`src/rtl/mole_tracker.sv`:
```
// mole_tracker: per-position mole state, lifetimes and whack detection.
// Optional whiff output enabled by MOLE_TRACKER_WHIFF_EN.
module mole_tracker #(
  parameter int NUM_MOLES  = 18,
  parameter int CLK_PER_MS = 50000,
  parameter int LIFE_L0    = 1500,
  parameter int LIFE_L1    = 1000,
  parameter int LIFE_L2    = 700,
  parameter int LIFE_L3    = 400,
  parameter int MAX_MS     = 2047
) (
  input  logic                 clk,
  input  logic                 reset,
  input  logic                 game_enable,
  input  logic [1:0]           level,
  input  logic                 spawn_valid,
  input  logic [4:0]           spawn_index,
  output logic                 spawn_ready,
  input  logic [NUM_MOLES-1:0] switches,
  output logic [NUM_MOLES-1:0] ledr,
  output logic                 hit,
  output logic [4:0]           hit_count,
  output logic                 miss,
`ifdef MOLE_TRACKER_WHIFF_EN
  output logic                 whiff,
`endif
  output logic [4:0]           active_count
);

  localparam int CW = $clog2(MAX_MS + 1);
  localparam int PW = (CLK_PER_MS > 1) ? $clog2(CLK_PER_MS) : 1;

  localparam int L0C = (LIFE_L0 > MAX_MS) ? MAX_MS : LIFE_L0;
  localparam int L1C = (LIFE_L1 > MAX_MS) ? MAX_MS : LIFE_L1;
  localparam int L2C = (LIFE_L2 > MAX_MS) ? MAX_MS : LIFE_L2;
  localparam int L3C = (LIFE_L3 > MAX_MS) ? MAX_MS : LIFE_L3;

  function automatic logic [4:0] popcnt(
    input logic [NUM_MOLES-1:0] v
  );
    logic [4:0] c;
    c = '0;
    for (int i = 0; i < NUM_MOLES; i++)
      c = c + 5'(v[i]);
    return c;
  endfunction

  logic [PW-1:0]        presc_q, presc_d;
  logic                 tick;
  logic [NUM_MOLES-1:0] prev_q;
  logic [NUM_MOLES-1:0] rise;
  logic [NUM_MOLES-1:0] ledr_q, led_d;
  logic [CW-1:0]        cnt_q [NUM_MOLES];
  logic [CW-1:0]        cnt_d [NUM_MOLES];
  logic [NUM_MOLES-1:0] spawn_oh;
  logic [NUM_MOLES-1:0] whack, expire;
  logic                 accept;
  logic [CW-1:0]        life;
  logic                 hit_q, miss_q;
  logic [4:0]           hit_count_q, active_q;

  // free-running ms prescaler; tick on the wrap cycle
  assign tick    = (presc_q == PW'(CLK_PER_MS - 1));
  assign presc_d = tick ? '0 : presc_q + PW'(1);

  assign rise = switches & ~prev_q;

  // decode spawn index; out-of-range indices match no slot
  always_comb begin
    spawn_oh = '0;
    for (int i = 0; i < NUM_MOLES; i++)
      spawn_oh[i] = (spawn_index == 5'(i));
  end

  assign spawn_ready = game_enable
                     & (|spawn_oh)
                     & ~(|(spawn_oh & ledr_q));
  assign accept = spawn_valid & spawn_ready;

  // lifetime for the level sampled at spawn
  always_comb begin
    unique case (level)
      2'd0: life = CW'(L0C);
      2'd1: life = CW'(L1C);
      2'd2: life = CW'(L2C);
      default: life = CW'(L3C);
    endcase
  end

  // per-slot next state: disable > spawn > whack > countdown
  always_comb begin
    led_d  = ledr_q;
    whack  = '0;
    expire = '0;
    for (int i = 0; i < NUM_MOLES; i++) begin
      cnt_d[i] = cnt_q[i];
      if (!game_enable) begin
        led_d[i] = 1'b0;
        cnt_d[i] = '0;
      end else if (accept && spawn_oh[i]) begin
        led_d[i] = 1'b1;
        cnt_d[i] = life;
      end else if (ledr_q[i] && rise[i]) begin
        whack[i] = 1'b1;
        led_d[i] = 1'b0;
        cnt_d[i] = '0;
      end else if (ledr_q[i] && tick) begin
        if (cnt_q[i] <= CW'(1)) begin
          expire[i] = 1'b1;
          led_d[i]  = 1'b0;
          cnt_d[i]  = '0;
        end else begin
          cnt_d[i] = cnt_q[i] - CW'(1);
        end
      end
    end
  end

  // state and registered event outputs
  always_ff @(posedge clk or posedge reset) begin
    if (reset) begin
      presc_q     <= '0;
      prev_q      <= '1;
      ledr_q      <= '0;
      hit_q       <= 1'b0;
      miss_q      <= 1'b0;
      hit_count_q <= '0;
      active_q    <= '0;
      for (int i = 0; i < NUM_MOLES; i++)
        cnt_q[i] <= '0;
    end else begin
      presc_q     <= presc_d;
      prev_q      <= switches;
      ledr_q      <= led_d;
      hit_q       <= |whack;
      miss_q      <= |expire;
      hit_count_q <= popcnt(whack);
      active_q    <= popcnt(led_d);
      for (int i = 0; i < NUM_MOLES; i++)
        cnt_q[i] <= cnt_d[i];
    end
  end

`ifdef MOLE_TRACKER_WHIFF_EN
  logic [NUM_MOLES-1:0] whiff_v;
  logic                 whiff_q;

  assign whiff_v = rise & ~ledr_q
                 & ~(spawn_oh & {NUM_MOLES{accept}})
                 & {NUM_MOLES{game_enable}};

  // one pulse for any number of rises on empty slots
  always_ff @(posedge clk or posedge reset) begin
    if (reset) whiff_q <= 1'b0;
    else       whiff_q <= |whiff_v;
  end

  assign whiff = whiff_q;
`endif

  assign ledr         = ledr_q;
  assign hit          = hit_q;
  assign hit_count    = hit_count_q;
  assign miss         = miss_q;
  assign active_count = active_q;

endmodule

```
`config.mk`:
```
export PLATFORM = sky130hd
export DESIGN_NAME = mole_tracker
export DESIGN_NICKNAME = d
export VERILOG_FILES = /design/src/rtl/mole_tracker.sv
export SDC_FILE = /design/constraint.sdc
export NUM_CORES = 1
export LEC_CHECK = 0
export ABC_CLOCK_PERIOD_IN_PS = 8380
export CAP_MARGIN = 25
export CORE_ASPECT_RATIO = 1.75
export CORE_MARGIN = 3
export CORE_UTILIZATION = 57
export CTS_CLUSTER_DIAMETER = 150
export DETAILED_ROUTE_END_ITERATION = 7
export GPL_TIMING_DRIVEN = 1
export HOLD_SLACK_MARGIN = 0.12
export MAX_ROUTING_LAYER = met4
export PLACE_DENSITY = 0.78
export RECOVER_POWER = 100
export SETUP_SLACK_MARGIN = 0.15
export SYNTH_ARGS = -nofsm -noshare
export SYNTH_HDL_FRONTEND = slang
export SYNTH_SLANG_ARGS = --single-unit
```
`constraint.sdc`:
```
create_clock -name clk -period 8.38 [get_ports clk]
set_clock_uncertainty 0.1 [all_clocks]
set_input_delay 1.676 -clock clk [delete_from_list [all_inputs] [get_ports clk]]
set_output_delay 1.676 -clock clk [all_outputs]
set_load 0.02 [all_outputs]
```
Word level (Yosys, flattened, before mapping). Index checks and enable logic that the tools add are counted.

Add/subtract/negate cells: 53. Order comparisons: 18. Equality and inequality tests: 38. Mux-type cells: 326. Bitwise gates (word level): 7. Reductions and logical operators: 60.

Operators with widths (number): 2-to-1 mux 11 bit (90); 2-to-1 mux 1 bit (234); less-or-equal comparator 11 x 1 -> 1 bit, second input constant (18); subtractor 11 x 1 -> 11 bit, second input constant (18); adder 5 x 1 -> 5 bit (26); != test 4 x 1 -> 1 bit, second input constant (18); OR reduction 18 bit (4); logical AND 1 bit (54); equality test 5 x 4 -> 1 bit, second input constant (8); AND 18 bit (2); one-hot mux 11 bit (3 select lines) (1); equality test 5 x 3 -> 1 bit, second input constant (4); NOT 18 bit (1); adder 16 x 1 -> 16 bit, second input constant (1); equality test 16 bit, second input constant (1); 2-to-1 mux 16 bit (1); adder 4 x 1 -> 5 bit (2); equality test 5 x 2 -> 1 bit, second input constant (2); equality test 5 bit, second input constant (2); adder 3 x 1 -> 4 bit (2); adder 2 x 1 -> 3 bit (2); equality test 5 x 1 -> 1 bit, second input constant (1); logical NOT 5 bit (1); adder 1 x 1 -> 2 bit (2); 5 further kinds (7).

Bits in registers: 262. Bits of input ports: 29.

Logic depth before layout (Yosys ltp). Gate-level depths: netlist of run 1.

Word-level depth: 26. Mapped depth: 22. Mapped depth without buffers: 19.

Worst setup path after synthesis of run 1. OpenSTA, ideal clock, no wires.

Path kind: in2reg. Start: input port spawn_index[4]. End: register active_q[4] (netlist: active_count[4]). Library setup time: 0.118 ns. Arrival: 6.891 ns. Data required time: 8.162 ns. Setup slack: 1.270 ns. Stages: 20. Cells stage by stage: buf_4 > or3b_2 > or3_1 > and3_1 > buf_4 > buf_6 > nand4_2 > buf_2 > a21oi_1 > fa_1 > inv_1 > fa_1 > fa_1 > fa_1 > inv_1 > fa_1 > ha_1 > fa_1 > a21o_1 > a21o_1.

Elaborated cells on any way between the ends: 96. Those cells by class: add/sub: 17; eq/ne: 17; mux: 36; bitwise: 5; reduce/logical: 21.

RTL lines: from (decl) (line 17) `input logic [4:0] spawn_index,`; equality test 5 x 1 -> 1 bit, or another cell as far along (line 72) `spawn_oh[i] = (spawn_index == 5'(i));`; AND 18 bit (line 77) `& ~(|(spawn_oh & ledr_q));`; OR reduction 18 bit (line 77); NOT 1 bit (line 77); AND 1 bit (line 77); AND 1 bit (line 78) `assign accept = spawn_valid & spawn_ready;`; logical AND 1 bit (*) (line 100) `end else if (accept && spawn_oh[i]) begin`; 2-to-1 mux 1 bit (*) (line 100); 2-to-1 mux 1 bit (*) (line 97) `if (!game_enable) begin`; named net led_d[5] (line 52) `logic [NUM_MOLES-1:0] ledr_q, led_d;`; adder 5 x 1 -> 5 bit (*) (13 in a row) (line 44) `c = c + 5'(v[i]);`; to (signal assigned) (line 138) `active_q <= popcnt(led_d);`; to (decl) (line 60) `logic [4:0] hit_count_q, active_q;`.

Mark *: on every way through the listed nets, which the timed path passes. The rest lies on a longest branch. A chain may end at the register's enable or synchronous reset.

Worst setup path in the final report of run 1.
Start: input port spawn_index[0]. End: register active_q[4] (netlist: active_count[4]).

Word-level cells in the longest chain between the ends: 26. Elaborated cells on any way between the ends: 96. Those cells by class: add/sub: 17; eq/ne: 17; mux: 36; bitwise: 5; reduce/logical: 21.

RTL lines (line): equality test 5 x 1 -> 1 bit, or another cell as far along (72); AND 18 bit (77); OR reduction 18 bit (77); NOT 1 bit (77); AND 1 bit (77); AND 1 bit (78); logical AND 1 bit (*) (100); 2-to-1 mux 1 bit (*) (100); 2-to-1 mux 1 bit (*) (97); named net led_d[1] (52); adder 1 x 1 -> 2 bit (*) (44); adder 2 x 1 -> 3 bit (*) (44); adder 3 x 1 -> 4 bit (*) (44); adder 4 x 1 -> 5 bit (*) (44); adder 5 x 1 -> 5 bit (*) (13 in a row) (44).

Marked as above.

==> qor.log, run 1 <==
qor: clock_tree.htree_levels 1
qor: synth.ys_ff_latch 262
qor: clock_tree.postCtsResizedCells 0
qor: critical_path.cp_data_required_time 8730 ps
qor: synth.postSynthCellCount 2092
qor: die.floorplan.initialDensity 58.05%
qor: synth.synth_largest_type_area_fraction 34.10%
qor: cells_and_area.drive_above_1_share 6.766%
qor: clock_tree.clock_path_buffers 3
qor: route.postRouteWirelength 56.65 mm
qor: cells_and_area.num_antenna_cells 0
qor: placement.detailedPlacementHpwl 40.10 mm
qor: clock_tree.clockRootBuffer clkbuf_16
qor: critical_path.timing.setup.critical_path_class in -> reg
qor: placement.numPortBuffers 59
qor: placement.detailedPlace.worstSlack 418.9 ps
qor: die.dieArea 33660 sq um
qor: route.drcViolationCount 0
qor: min_path.hold_path_class reg -> reg
qor: placement.placed_cells 2481
qor: synth.synth_seq_area_share 36.74%
qor: synth.postSynthNetCount 2206
qor: outcome.violations capacitance limit, slew limit
qor: clock_tree.post_cts_setup_repair_buffer_count 0
qor: critical_path.worstReg2RegStart presc_q[5]
qor: cells_and_area.seq_area 6579 sq um
qor: timing.min_period 7761 ps
qor: route.num_vias 17.10k
qor: timing.final-hold-violation-count 0
qor: pwr.seq_power_share 39.7%
qor: pwr.clock_power_share 39.0%
qor: placement.place.gp.congestion 0.9927
qor: cells_and_area.total_area_of_multi_input_combinational_cells 10410 sq um
qor: cells_and_area.fin_nets 2235
qor: grt.grt_overflow 0
qor: pwr.static-leakage-power 8.693 nW
qor: clock_tree.cts.hold.buffers_added 0
qor: route.routedWlPerCell 22.35 um
qor: synth.synth-async-reset-ratio 100.0%
qor: clock_tree.cts.clk_slew.worst_paths 60 ps
qor: outcome.status finished with violations
qor: route.detailedRoute.firstIterationViolations 1437
qor: critical_path.worst_r2r_path_depth 16
qor: die.pin_count 60
qor: critical_path.terminus_of_the_critical_flop_to_flop_path active_count[4]
qor: cells_and_area.fillerInstances 2645
qor: critical_path.worstPathMaxFanout 15
qor: synth.synth_largest_area_cell dfrtp_1
qor: grt.grt_antenna_before_repair 0
qor: clock_tree.clock-sinks 262
qor: critical_path.timing.critical_path.from_type input pin
qor: synth.cell_types_with_the_largest_area_share_after_synthesis dfrtp_1 34%, o21ai_0 5.4%, ha_1 4.3%, nor2_1 4.1%, a21oi_1 4.0%
qor: timing.setup_repair_after_global_routing_missed_its_margin no
qor: cells_and_area.layoutNonFillerInstCount 2534
qor: pwr.p_int 0.002480 W
qor: timing.fin_setup_tns 0 ps
qor: synth.synth_warnings 0
qor: critical_path.worstPathArrival 8120 ps
qor: timing.final-setup-viol-count 0
qor: grt.grt_usage 33.69%
qor: timing.post-route-period-util 92.61%
qor: synth.netlist-cell-type-count 92
qor: pwr.powerDensity 178.3 nW/um^2
qor: timing.fmax 128.9 MHz
qor: grt.global_route_wire_length_before_repair 89.03 mm
qor: pwr.power.combinational.fraction 21.3%
qor: die.num_rows 85
qor: critical_path.worstSetupStartpoint spawn_index[0]
qor: synth.syn-cell-area 17900 sq um
qor: die.floorplan.core_area 30840 sq um
qor: grt.grt_pass1_vias 16.38k
qor: route.detail-route-antenna-nets 0
qor: timing.timing.final.ws_setup 619.2 ps
qor: critical_path.crit_path_end_kind register
qor: critical_path.r2r_slack 1560 ps
qor: synth.yosys_most_used_dff dfrtp_1
qor: critical_path.timing.critical_path.to active_count[4]
qor: cells_and_area.area_growth_syn_to_layout 10.52%
qor: timing.worst_pin_slew 3906 ps
qor: route.detailedRoute.firstPassIterationCount 6
qor: clock_tree.insertion_delay 570 ps
qor: clock_tree.cts_buffers 28
qor: synth.syn_area_per_cell 8.559 sq um
qor: pwr.p_sw_share 29.75%
qor: run.drv_cap 4
qor: die.die_height 240.5 um
qor: pwr.ir_drop 0.2292 mV
qor: die.horizontal_die_dimension 140.0 um
qor: route.routed_via_density 6.749
qor: grt.pin_count_of_the_biggest_net_entering_global_routing 156
qor: clock_tree.cts_tree done
qor: synth.synth_edf_count 0
qor: timing.timing.max_slew.rel_slack -160.4%
qor: pwr.p_switching 0.001050 W
qor: timing.finalMaxSlewViolations 293
[cell families (layout without fill, tap and decap cells)]
logic type	after synthesis	count (layout)	share of synthesized area, %
simple gates	816	816	24.61
compound gates	639	639	22.82
xor+xnor	41	41	2.006
flops	262	262	36.74
mux	37	37	2.096
buf+inv	212	263	4.787
fa+ha+maj	85	85	6.946
[placed cells by master (no fill, tap or decap), types with 22 or more instances in the layout]
| cell | netlist | routed |
|---|---|---|
| nor2b_1 | 23 | 23 |
| or4_1 | 32 | 32 |
| nand3b_1 | 31 | 31 |
| nor4_1 | 51 | 51 |
| nor2_1 | 196 | 195 |
| a211oi_1 | 23 | 23 |
| xnor2_1 | 22 | 22 |
| o31ai_1 | 25 | 25 |
| fa_1 | 24 | 24 |
| inv_1 | 103 | 101 |
| clkbuf_16 | 0 | 29 |
| nand2_1 | 124 | 124 |
| buf_4 | 7 | 32 |
| dlygate4sd3_1 | 0 | 52 |
| or3_1 | 27 | 27 |
| ha_1 | 61 | 61 |
| o21ai_0 | 193 | 197 |
| and3_1 | 31 | 31 |
| dfrtp_1 | 244 | 244 |
| a31oi_1 | 61 | 61 |
| nand3_1 | 55 | 57 |
| a21oi_1 | 142 | 142 |
| nor3_1 | 109 | 110 |
| mux2i_1 | 33 | 33 |
[cells in the mapped netlist, types with 33 or more instances]
cell / n
nor4_1: 51
inv_1: 103
o21ai_0: 193
nor2_1: 196
mux2i_1: 33
nand2_1: 124
a21oi_1: 142
clkbuf_1: 75
nor3_1: 109
nand3_1: 55
a31oi_1: 61
dfrtp_1: 244
ha_1: 61
[metal layers]
metal	GRT usage [%]	part of all wire (%)
met5	-	0
met4	17.69	6.3
met3	3.284	6.3
met1	39.00	37
met2	57.95	50
[final cells by class]
type                    instances  area share [%]
multi-input cells            1618           52.60
clock buffers                  43           4.236
inverters                     103           1.966
flip-flops and latches        262           33.24
clock inverters                 9          0.8599
repair buffers                108           4.616
well taps                     391           2.472
[state kept, by name, indices dropped and copies added, names as in the netlist]
name	cells
cnt_q	198
active_count	5
hit_count	5
prev_q	18
hit	1
miss	1
ledr	18
presc_q	16
[power groups by stage]
stage	combinational, W	clock, W	sequential [W]
2_1_floorplan	0.000567	0	0.00140
4_1_cts	0.000749	0.00139	0.00140
3_3_place_gp	0.000724	0	0.00142
5_1_grt	0.000835	0.00144	0.00141
6_report	0.000752	0.00138	0.00140
3_5_place_dp	0.000744	0	0.00142
[worst min path at each step]
| stage | from | endpoint | cells past startpoint |
|---|---|---|---|
| finish | cnt_q[164] | cnt_q[164] | 1 |
| global route | presc_q[13] | presc_q[13] | 1 |
| CTS | presc_q[13] | presc_q[13] | 1 |
| detailed placement | cnt_q[164] | cnt_q[164] | 1 |
| global placement | presc_q[13] | presc_q[13] | 1 |
| floorplan | presc_q[13] | presc_q[13] | 1 |
[stage by stage]
stage / total power [W] / util (%) / hold slack, ps / instance area [sq um]
4_1_cts: 0.003539 / 64.54 / 395.8 / 19910
3_3_place_gp: 0.002140 / 61.11 / 372.5 / 18850
3_5_place_dp: 0.002163 / 61.27 / 376.2 / 18900
6_report: 0.003529 / 64.16 / 392.4 / 19790
5_1_grt: 0.003680 / 64.16 / 429.4 / 19790
2_1_floorplan: 0.001969 / - / 352.5 / 17910
[worst max-delay path: stages]
cell	delay, ps
dlygate4sd3_1	850
nand3b_1	250
o211ai_1	340
a311o_1	440
nor3_1	140
nand3_1	180
clkbuf_1	510
a21oi_1	200
fa_1	520
inv_1	50
fa_1	490
fa_1	430
fa_1	500
inv_1	50
fa_1	440
ha_1	230
fa_1	460
a21o_1	170
a21o_1	170
Power figures use the tool's default switching activity.
==> run 2, diff against run 1 <==
RECOVER_POWER = not set   (was 100)
==> run 2 against run 1 <==
Effect of this change:
- worst hold slack hardly changed
- the flow now finishes without violations
- highest routed layer unchanged
- register-to-register slack better by 550 ps
- setup slack better by 280 ps
- first-iteration DRC count is 0.35% higher
- clock power hardly changed
- critical endpoint unchanged
- count of clock-buffer cells in the layout stayed put
- wire length hardly changed
- sequential share of layout area is 0.20 points lower
- cell area is 0.61% higher
- sequential power hardly changed
- combinational power is 0.9% higher
- critical path depth is 1 lower
==> qor.log, run 2 (same netlist as run 1, synthesis figures left out) <==
qor: outcome.status finished, final reports clean
qor: run.drv_cap 0 [-4]
qor: route.postRouteWirelength 56.66 mm [about the same]
qor: cells_and_area.layout_common_cells 244 x dfrtp_1, 195 x nor2_1, 192 x o21ai_0, 142 x a21oi_1, 124 x nand2_1
qor: route.num_vias 17.08k [-0.15%]
qor: pwr.ir_drop 0.2297 mV [+0.24%]
qor: route.routed_via_density 6.738 [-0.15%]
qor: route.detailedRoute.firstIterationViolations 1442 [+0.35%]
qor: route.drcViolationCount 0 [unchanged]
qor: min_path.hold_path_class reg -> reg
qor: clock_tree.cts.clk_slew.worst_paths 60 ps [about the same]
qor: clock_tree.clock-sinks 262 [unchanged]
qor: cells_and_area.fillerInstances 2620 [-0.95%]
qor: grt.grt_pass1_vias 16.38k [unchanged]
qor: route.detailedRoute.firstPassIterationCount 6 [unchanged]
qor: timing.fmax 133.7 MHz [+3.8%]
qor: cells_and_area.largest-register cnt_q
qor: timing.post-route-period-util 89.26% [-3.3 points]
qor: critical_path.worstPathArrival 7840 ps [-280 ps]
qor: clock_tree.postCtsResizedCells 0 [unchanged]
qor: pwr.powerDensity 177.6 nW/um^2 [-0.41%]
qor: grt.grt_overflow 0 [unchanged]
qor: timing.worst_pin_slew 1094 ps [-2812 ps]
qor: cells_and_area.total_area_of_multi_input_combinational_cells 10470 sq um [+0.60%]
qor: clock_tree.cts_buffers 28 [unchanged]
qor: die.floorplan.core_area 30840 sq um [unchanged]
qor: die.pin_count 60 [unchanged]
qor: critical_path.critical-path-max-stage-delay 680 ps [-170 ps]
qor: timing.final-hold-violation-count 0 [unchanged]
qor: cells_and_area.fin_nets 2235 [unchanged]
qor: cells_and_area.seq_area 6579 sq um [unchanged]
qor: die.die_height 240.5 um [unchanged]
qor: critical_path.r2r_slack 2110 ps [+550 ps]
qor: grt.grt_antenna_before_repair 0 [unchanged]
qor: timing.fin_setup_tns 0 ps [unchanged]
qor: die.dieArea 33660 sq um [unchanged]
qor: timing.setup_repair_after_global_routing_missed_its_margin no
qor: timing.finalMaxSlewViolations 0 [-100%]
qor: placement.detailedPlacementHpwl 40.10 mm [unchanged]
qor: route.detail-route-antenna-nets 0 [unchanged]
qor: placement.numPortBuffers 59 [unchanged]
qor: critical_path.timing.critical_path.from_type input pin
qor: cells_and_area.final_core_util 64.56% [+0.39 points]
qor: clock_tree.clock_path_buffers 3 [unchanged]
qor: critical_path.crit_path_end_kind register
qor: pwr.static-leakage-power 8.640 nW [-0.61%]
qor: critical_path.critPathSlowestCell clkdlybuf4s50_1
qor: die.num_rows 85 [unchanged]
qor: die.horizontal_die_dimension 140.0 um [unchanged]
qor: clock_tree.insertion_delay 570 ps [about the same]
qor: timing.min_period 7480 ps [-280.7 ps]
qor: die.floorplan.initialDensity 58.05% [unchanged]
qor: grt.grt_usage 33.69% [unchanged]
qor: clock_tree.cts_tree done
qor: grt.global_route_wire_length_before_repair 89.03 mm [unchanged]
qor: critical_path.timing.setup.critical_path_class in -> reg
qor: route.routedWlPerCell 22.36 um [about the same]
qor: cells_and_area.num_antenna_cells 0 [unchanged]
qor: critical_path.cpMostUsedCell fa_1
qor: grt.pin_count_of_the_biggest_net_entering_global_routing 156 [unchanged]
qor: clock_tree.post_cts_setup_repair_buffer_count 0 [unchanged]
qor: timing.timing.max_slew.rel_slack 26.55% [+190 points]
qor: clock_tree.htree_levels 1 [unchanged]
qor: cells_and_area.flip_flop_count_of_the_largest_register_all_copies_and_words_added 198 [unchanged]
qor: placement.place.gp.congestion 0.9927 [unchanged]
qor: critical_path.crit_buf_inv 4 [unchanged]
qor: critical_path.worstPathMaxFanout 15 [unchanged]
qor: cells_and_area.drive_above_1_share 7.746% [+0.98 points]
qor: timing.final-setup-viol-count 0 [unchanged]
qor: cells_and_area.area_growth_syn_to_layout 11.20%
qor: critical_path.critical_path.cell_chain clkdlybuf4s50_1, nand3b_1, o211ai_1, a311oi_2, and3_1, o21ai_0, fa_1, inv_1, fa_1, inv_1, fa_1, fa_1, inv_1, fa_1, ha_1, fa_1, a21o_1, a21o_1
qor: critical_path.cp_data_required_time 8740 ps [about the same]
qor: clock_tree.cts.hold.buffers_added 0 [unchanged]
qor: cells_and_area.layout.cells.most_common dfrtp_1
qor: critical_path.worst_path_dominant_cell_family adder cells
qor: clock_tree.clockRootBuffer clkbuf_16
[run 2: routing by layer]
metal	GRT usage (%)	vias to the layer above	routed length (um)
met5	-	-	0
met4	17.69	0	3572
met3	3.284	180	3368
met2	57.95	698	28360
met1	39.00	8386	21360
li1	-	7811	-
[run 2: per-stage QoR]
step,power [W],instances,area (sq um),worst slack [ps],hold slack (ps)
final,0.003536,2534,19910,899.9,392.3
after global routing,0.003688,2534,19910,664.5,429.4
after CTS,0.003539,2533,19910,954.9,395.8
after detailed placement,0.002163,2481,18900,418.9,376.2
after global placement,0.002140,2475,18850,496.9,372.5
after floorplan,0.001969,2092,17910,1270,352.5
[run 2: layout make-up]
cell class | count | share of cell area, %
clock buffer | 43 | 4.210
timing repair buffer | 108 | 4.870
clock inverter | 9 | 0.8546
inverter | 103 | 1.967
multi-input combinational | 1618 | 52.60
sequential | 262 | 33.04
tap | 391 | 2.457
[run 2: power breakdown]
part           switching, W  leakage, nW  internal, W
registers         0.0000694         3.56      0.00133
clock network      0.000537        0.496     0.000839
logic              0.000445         4.58     0.000314
total               0.00105         8.64      0.00248
[run 2: final timing paths]
kind / from / to / cells after the start
worst max-delay path: spawn_index[0] / active_count[4] / 18
worst min-delay path: cnt_q[164] / cnt_q[164] / 1
worst max register to register: presc_q[5] / active_count[4] / 16
worst min register to register: cnt_q[164] / cnt_q[164] / 1
max in group asynchronous: reset / cnt_q[40] / 4
min in group asynchronous: reset / cnt_q[104] / 3
